[src/rtl/obi_pkg.sv]
// OBI bus payload types shared by masters, slaves and interconnect.
package obi_pkg;

    localparam int unsigned OBI_ADDR_W = 32;
    localparam int unsigned OBI_DATA_W = 32;
    localparam int unsigned OBI_BE_W   = OBI_DATA_W / 8;

    typedef struct packed {
        logic                  req;
        logic                  we;
        logic [OBI_BE_W-1:0]   be;
        logic [OBI_ADDR_W-1:0] addr;
        logic [OBI_DATA_W-1:0] wdata;
    } obi_req_t;

    typedef struct packed {
        logic                  gnt;
        logic                  rvalid;
        logic [OBI_DATA_W-1:0] rdata;
    } obi_resp_t;

endpackage

[src/rtl/obi_xbar_pkg.sv]
// Arbitration constants, lock states and round-robin pick helper for obi_xbar_n_to_one_rr.
package obi_xbar_pkg;

    localparam int unsigned ARB_FIXED = 0;
    localparam int unsigned ARB_RR    = 1;

    typedef enum logic {
        ST_OPEN   = 1'b0,
        ST_LOCKED = 1'b1
    } lock_state_e;

    // First eligible index at or after ptr, wrapping modulo n (n <= 32, ptr < n).
    function automatic int unsigned rr_pick(input logic [31:0] elig,
                                            input int unsigned n,
                                            input int unsigned ptr);
        int unsigned idx;
        logic        found;
        rr_pick = 0;
        found   = 1'b0;
        for (int unsigned i = 0; i < 32; i++) begin
            idx = ptr + i;
            if (idx >= n) idx = idx - n;
            if (!found && (i < n) && elig[idx[4:0]]) begin
                rr_pick = idx;
                found   = 1'b1;
            end
        end
    endfunction

endpackage

[src/rtl/obi_xbar_id_fifo.sv]
// Synchronous FIFO holding the master index of every in-flight OBI transaction.
module obi_xbar_id_fifo #(
    parameter int unsigned DEPTH = 4,
    parameter int unsigned W     = 2
) (
    input  logic                         i_clk,
    input  logic                         i_rst,
    input  logic                         i_push,
    input  logic                         i_pop,
    input  logic [W-1:0]                 i_data,
    output logic                         o_full,
    output logic                         o_empty,
    output logic [W-1:0]                 o_head,
    output logic [$clog2(DEPTH+1)-1:0]   o_count
);

    localparam int unsigned PTR_W = (DEPTH > 1) ? $clog2(DEPTH) : 1;
    localparam int unsigned CNT_W = $clog2(DEPTH + 1);

    logic [W-1:0]     r_mem [DEPTH];
    logic [PTR_W-1:0] r_wr_ptr;
    logic [PTR_W-1:0] r_rd_ptr;
    logic [CNT_W-1:0] r_count;
    logic             w_push;
    logic             w_pop;

    assign o_full  = (r_count == CNT_W'(DEPTH));
    assign o_empty = (r_count == '0);
    assign o_head  = r_mem[r_rd_ptr];
    assign o_count = r_count;

    assign w_push = i_push && !o_full;
    assign w_pop  = i_pop && !o_empty;

    always_ff @(posedge i_clk) begin
        if (i_rst) begin
            r_wr_ptr <= '0;
            r_rd_ptr <= '0;
            r_count  <= '0;
        end else begin
            if (w_push) begin
                r_wr_ptr <= (r_wr_ptr == PTR_W'(DEPTH - 1)) ? '0 : r_wr_ptr + PTR_W'(1);
            end
            if (w_pop) begin
                r_rd_ptr <= (r_rd_ptr == PTR_W'(DEPTH - 1)) ? '0 : r_rd_ptr + PTR_W'(1);
            end
            case ({w_push, w_pop})
                2'b10:   r_count <= r_count + CNT_W'(1);
                2'b01:   r_count <= r_count - CNT_W'(1);
                default: r_count <= r_count;
            endcase
        end
    end

    // Storage needs no reset; validity is tracked by r_count.
    always_ff @(posedge i_clk) begin
        if (w_push) begin
            r_mem[r_wr_ptr] <= i_data;
        end
    end

endmodule

[src/rtl/obi_xbar_n_to_one_rr.sv]
// N-to-1 OBI arbiter (fixed priority or round-robin) with in-order response routing.
// Define OBI_XBAR_PERF_CNT_EN to add saturating per-master grant counters on gnt_cnt_o.
module obi_xbar_n_to_one_rr
    import obi_pkg::*;
    import obi_xbar_pkg::*;
#(
    parameter int unsigned NMASTER         = 3,
    parameter int unsigned MAX_OUTSTANDING = 4,
    parameter int unsigned ARB_MODE        = ARB_FIXED
) (
    input  logic      clk_i,
    input  logic      rst_i,
    input  obi_req_t  master_req_i  [NMASTER],
    output obi_resp_t master_resp_o [NMASTER],
    output obi_req_t  slave_req_o,
    input  obi_resp_t slave_resp_i,
    output logic      busy_o
`ifdef OBI_XBAR_PERF_CNT_EN
    ,
    output logic [31:0] gnt_cnt_o [NMASTER]
`endif
);

    localparam int unsigned IDX_W = $clog2(NMASTER);
    localparam int unsigned CNT_W = $clog2(MAX_OUTSTANDING + 1);

    lock_state_e      r_state;
    lock_state_e      w_state_nxt;
    logic [IDX_W-1:0] r_lock_idx;
    logic [IDX_W-1:0] w_lock_idx_nxt;
    logic [IDX_W-1:0] r_rr_ptr;

    logic [NMASTER-1:0] w_elig;
    logic               w_any;
    logic [IDX_W-1:0]   w_fix_idx;
    logic [IDX_W-1:0]   w_rr_idx;
    logic [IDX_W-1:0]   w_pick;
    logic [IDX_W-1:0]   w_sel;
    logic               w_slave_req;
    logic               w_hs;
    logic               w_rvalid_ok;
    logic               w_full;
    logic               w_empty;
    logic [IDX_W-1:0]   w_head;
    logic [CNT_W-1:0]   w_count;

    always_comb begin
        for (int i = 0; i < int'(NMASTER); i++) begin
            w_elig[i] = master_req_i[i].req;
        end
    end

    assign w_any = |w_elig;

    // Lowest eligible index wins in fixed mode.
    always_comb begin
        w_fix_idx = '0;
        for (int i = int'(NMASTER) - 1; i >= 0; i--) begin
            if (w_elig[i]) w_fix_idx = IDX_W'(i);
        end
    end

    assign w_rr_idx = IDX_W'(rr_pick(32'(w_elig), NMASTER, 32'(r_rr_ptr)));
    assign w_pick   = (ARB_MODE == ARB_RR) ? w_rr_idx : w_fix_idx;
    assign w_sel    = (r_state == ST_LOCKED) ? r_lock_idx : w_pick;

    // A full FIFO blocks the request even if a pop lands in the same cycle.
    assign w_slave_req = !rst_i && w_any && !w_full;
    assign w_hs        = w_slave_req && slave_resp_i.gnt;
    assign w_rvalid_ok = !rst_i && slave_resp_i.rvalid && !w_empty;

    always_ff @(posedge clk_i) begin
        if (rst_i) begin
            r_state    <= ST_OPEN;
            r_lock_idx <= '0;
        end else begin
            r_state    <= w_state_nxt;
            r_lock_idx <= w_lock_idx_nxt;
        end
    end

    // Hold an ungranted selection until the slave grants it.
    always_comb begin
        w_state_nxt    = r_state;
        w_lock_idx_nxt = r_lock_idx;
        case (r_state)
            ST_OPEN: begin
                if (w_slave_req && !slave_resp_i.gnt) begin
                    w_state_nxt    = ST_LOCKED;
                    w_lock_idx_nxt = w_pick;
                end
            end
            ST_LOCKED: begin
                if (w_hs) w_state_nxt = ST_OPEN;
            end
            default: w_state_nxt = ST_OPEN;
        endcase
    end

    always_ff @(posedge clk_i) begin
        if (rst_i) begin
            r_rr_ptr <= '0;
        end else if (w_hs && (ARB_MODE == ARB_RR)) begin
            r_rr_ptr <= (w_sel == IDX_W'(NMASTER - 1)) ? '0 : w_sel + IDX_W'(1);
        end
    end

    always_comb begin
        slave_req_o = '0;
        if (w_any && !rst_i) begin
            slave_req_o = master_req_i[w_sel];
        end
        slave_req_o.req = w_slave_req;
    end

    // rdata is broadcast; only the selected/head master sees gnt/rvalid.
    always_comb begin
        for (int i = 0; i < int'(NMASTER); i++) begin
            master_resp_o[i]        = '0;
            master_resp_o[i].rdata  = slave_resp_i.rdata;
            master_resp_o[i].gnt    = w_hs && (w_sel == IDX_W'(i));
            master_resp_o[i].rvalid = w_rvalid_ok && (w_head == IDX_W'(i));
        end
    end

    assign busy_o = !rst_i && (w_count != '0);

    obi_xbar_id_fifo #(
        .DEPTH (MAX_OUTSTANDING),
        .W     (IDX_W)
    ) u_id_fifo (
        .i_clk   (clk_i),
        .i_rst   (rst_i),
        .i_push  (w_hs),
        .i_pop   (w_rvalid_ok),
        .i_data  (w_sel),
        .o_full  (w_full),
        .o_empty (w_empty),
        .o_head  (w_head),
        .o_count (w_count)
    );

`ifdef OBI_XBAR_PERF_CNT_EN
    logic [31:0] r_gnt_cnt [NMASTER];

    always_ff @(posedge clk_i) begin
        for (int i = 0; i < int'(NMASTER); i++) begin
            if (rst_i) begin
                r_gnt_cnt[i] <= '0;
            end else if (master_resp_o[i].gnt && (r_gnt_cnt[i] != 32'hFFFF_FFFF)) begin
                r_gnt_cnt[i] <= r_gnt_cnt[i] + 32'd1;
            end
        end
    end

    always_comb begin
        for (int i = 0; i < int'(NMASTER); i++) begin
            gnt_cnt_o[i] = r_gnt_cnt[i];
        end
    end
`endif

endmodule

[config.mk]
export PLATFORM = sky130hd
export DESIGN_NAME = obi_xbar_n_to_one_rr
export DESIGN_NICKNAME = d
export VERILOG_FILES = /design/src/rtl/obi_pkg.sv /design/src/rtl/obi_xbar_pkg.sv /design/src/rtl/obi_xbar_id_fifo.sv /design/src/rtl/obi_xbar_n_to_one_rr.sv
export SDC_FILE = /design/constraint.sdc
export NUM_CORES = 1
export LEC_CHECK = 0
export CORE_AREA = 8 8 156 158
export CTS_CLUSTER_DIAMETER = 200
export DETAILED_ROUTE_END_ITERATION = 7
export DIE_AREA = 0 0 164 166
export HOLD_SLACK_MARGIN = 0.08
export PLACE_DENSITY_LB_ADDON = 0.05
export SLEW_MARGIN = 20
export SYNTH_ARGS = -nofsm -noshare
export SYNTH_HDL_FRONTEND = slang
export SYNTH_SLANG_ARGS = --single-unit
[constraint.sdc]
create_clock -name clk_i -period 4.6 [get_ports clk_i]
set_clock_uncertainty 0.15 [all_clocks]
set_input_delay 0.46 -clock clk_i [delete_from_list [all_inputs] [get_ports clk_i]]
set_output_delay 0.46 -clock clk_i [all_outputs]
set_load 0.01 [all_outputs]
==> results.cfg <==
[yosys]
ys_types = 44
synth-seq-cells = 20
synth_edf_count = 8
synthCells = 770
ys_async_sr_fraction_pct = 0
syn_nets = 1023
ys.flop_type = dfxtp_1
ys_seq_area_share_pct = 7.99
yosysWarningCount = 0
syn_area_per_cell_um2 = 7.81
mappedNetlistArea_mm2 = 0.00601

[clock_network]
htree_num_levels = 1
cts_tree = built
postCtsSetupRepairBufs = 0
cts_buffer_depth = 2
cts_buffers = 3
cts_resized = 0
ctsHoldBuffers = 0
clk_latency_ns = 0.25
clk_pin_slew_ns = 0.06
cts-root-buf = clkbuf_16
clock_sinks = 20

[timing]
rsz0062_at_grt = no
layout_min_cycle_time_ns = 3.82
worstMarginPinSlew_ns = 0.907
slew_viol_final = 0
timing.final.ws_setup_ns = 0.777
setup-violations-final = 0
setup_tns_ns = 0
finalHoldViolCount = 0
hold_ws_ns = 0.356
max_slew_margin_pct = 39.3
fin_crit_sh_pct = 83.1
fmax_mhz = 262

[routing]
wl_per_cell_um = 23.0
route.detailed.drc = 0
vias = 6632
firstDrtPassIters = 4
ant_nets = 0
wl_um = 26900
drt_iter0_drc = 288
via_per_inst = 5.67

[global_route]
grt_pass1_wl_um = 40500
grt_start_max_net_pins = 76
overflow = 0
antenna_found_initial = 0
track_usage_pct = 18.3
grt_pass1_vias = 6950

[finish]
final_nets = 1139
fin_util_pct = 37.8
stdcell_count = 1170
regArea_um2 = 487
fillCellCount = 2263
drive_gt1_share_pct = 12.2
diodes = 0
area_growth_pct = 38.8
multiInputGateArea_mm2 = 0.00435

[place]
io_buffer_count = 290
globalplace.congestion = 0.794
dp_hpwl_um = 19600
pre_cts_slack_ns = 0.771
placedCellCount = 1166

[power_and_ir_drop]
leakage_nw = 2.99
internal-power_uw = 760
power.share.switching_pct = 33.3
powerDensity_mw_per_mm2 = 136
netSwitchingPower_uw = 379
p_comb_share_pct = 59.6
pwr-share-seq_pct = 19.5
clkPwrFrac_pct = 20.9
ir_drop_mv = 0.123

[hold_path]
min_path_type = flip-flop to flip-flop

[die]
fp-row-count = 55
fp.dieH_um = 166
die_x_um = 164
core_area_mm2 = 0.0221
die-area_mm2 = 0.0272
initial_utilization_pct = 27.2
io_pins = 419

[flow_run]
cap_violations = 0

[status]
status = finished clean

[worst_setup_path]
criticalPathCategory = flip-flop to output pin
worstPathArrival_ns = 3.21
cp-start-kind = flip-flop
cp_max_fo = 75
worstPathRequired_ns = 3.99
endpoint_kind = output pin
[worst max-delay path, stage by stage (launching register included)]
cell and delay [ns]:
dfxtp_4 0.82, or3b_4 0.65, buf_4 0.40, a211oi_2 0.12, a311oi_1 0.31, clkdlybuf4s50_1 0.61
[power by group through the flow]
| stage | Clock [mW] | Sequential [mW] | Combinational [mW] |
|---|---|---|---|
| after CTS | 0.243 | 0.223 | 0.685 |
| final | 0.238 | 0.223 | 0.678 |
| after global placement | 0 | 0.224 | 0.674 |
| after detailed placement | 0 | 0.226 | 0.681 |
| after floorplan | 0 | 0.209 | 0.425 |
| after global routing | 0.251 | 0.225 | 0.732 |
[per-stage QoR]
stage	instance area, um2	power, mW
CTS	8350	1.15
global route	8350	1.21
detailed placement	8240	0.907
global placement	8240	0.898
finish	8350	1.14
floorplan	6010	0.634
[cells in the mapped netlist (6+ instances only)]
master	number	share of area, %
a311oi_1	69	10
edfxtp_1	8	4.0
and2_1	6	0.62
dfxtp_1	12	4.0
nor4bb_1	69	11
buf_4	102	13
nor2_1	79	4.9
o21ai_0	72	6.0
buf_2	19	1.6
nand2_1	6	0.37
a211oi_2	68	14
clkbuf_1	69	4.3
and4b_1	69	11
nand3_1	69	5.7
ha_1	6	1.2
buf_6	7	1.3
[layout by cell type, fill, tap and decap left out, types with 6 or more instances in the layout]
cell / Yosys / layout
a211oi_2: 68 / 68
a311oi_1: 69 / 69
and4b_1: 69 / 69
buf_4: 102 / 17
clkdlybuf4s50_1: 0 / 288
dfxtp_1: 12 / 9
edfxtp_1: 8 / 8
ha_1: 6 / 6
nand3_1: 69 / 69
nor2_1: 79 / 79
nor4bb_1: 69 / 69
o21ai_0: 72 / 72
[final timing paths]
kind / slack (ns) / startpoint / end / cells past startpoint
worst max-delay path: 0.78 / flip-flop / slave_req_o[56] / 5
worst max register to register: 2.12 / flip-flop / u_id_fifo.r_mem[0][0] / 3
worst min register to register: 0.36 / u_id_fifo.o_count[2] / u_id_fifo.o_count[2] / 2
worst min-delay path: 0.36 / u_id_fifo.o_count[2] / u_id_fifo.o_count[2] / 2
[logic make-up (layout without fill, tap and decap cells)]
group	count (synthesis)	count (layout)	synth area share (%)
compound gates	214	214	30.9
xor+xnor	2	2	0.291
fa+ha+maj	7	7	1.58
buf+inv	201	316	20.2
flops	20	20	7.99
mux	9	9	2.00
simple gates	317	317	37.1
[final cells by class]
class                           instances  share of cell area, %
Multi-Input combinational cell        549                   52.0
Timing Repair Buffer                  308                   36.4
Sequential cell                        20                   5.83
Tap cell                              285                   4.27
Clock buffer                            3                  0.899
Clock inverter                          1                  0.360
Inverter                                4                  0.180
[per-layer routing]
layer / wire (um) / vias to the layer above / GRT usage, %
met5: 0 / - / 0
met4: 351 / 0 / 2.81
met3: 1770 / 27 / 3.97
met2: 13600 / 275 / 33.7
met1: 11100 / 3156 / 21.5
li1: - / 3174 / -
No activity file was read; power rests on OpenSTA's default activity.
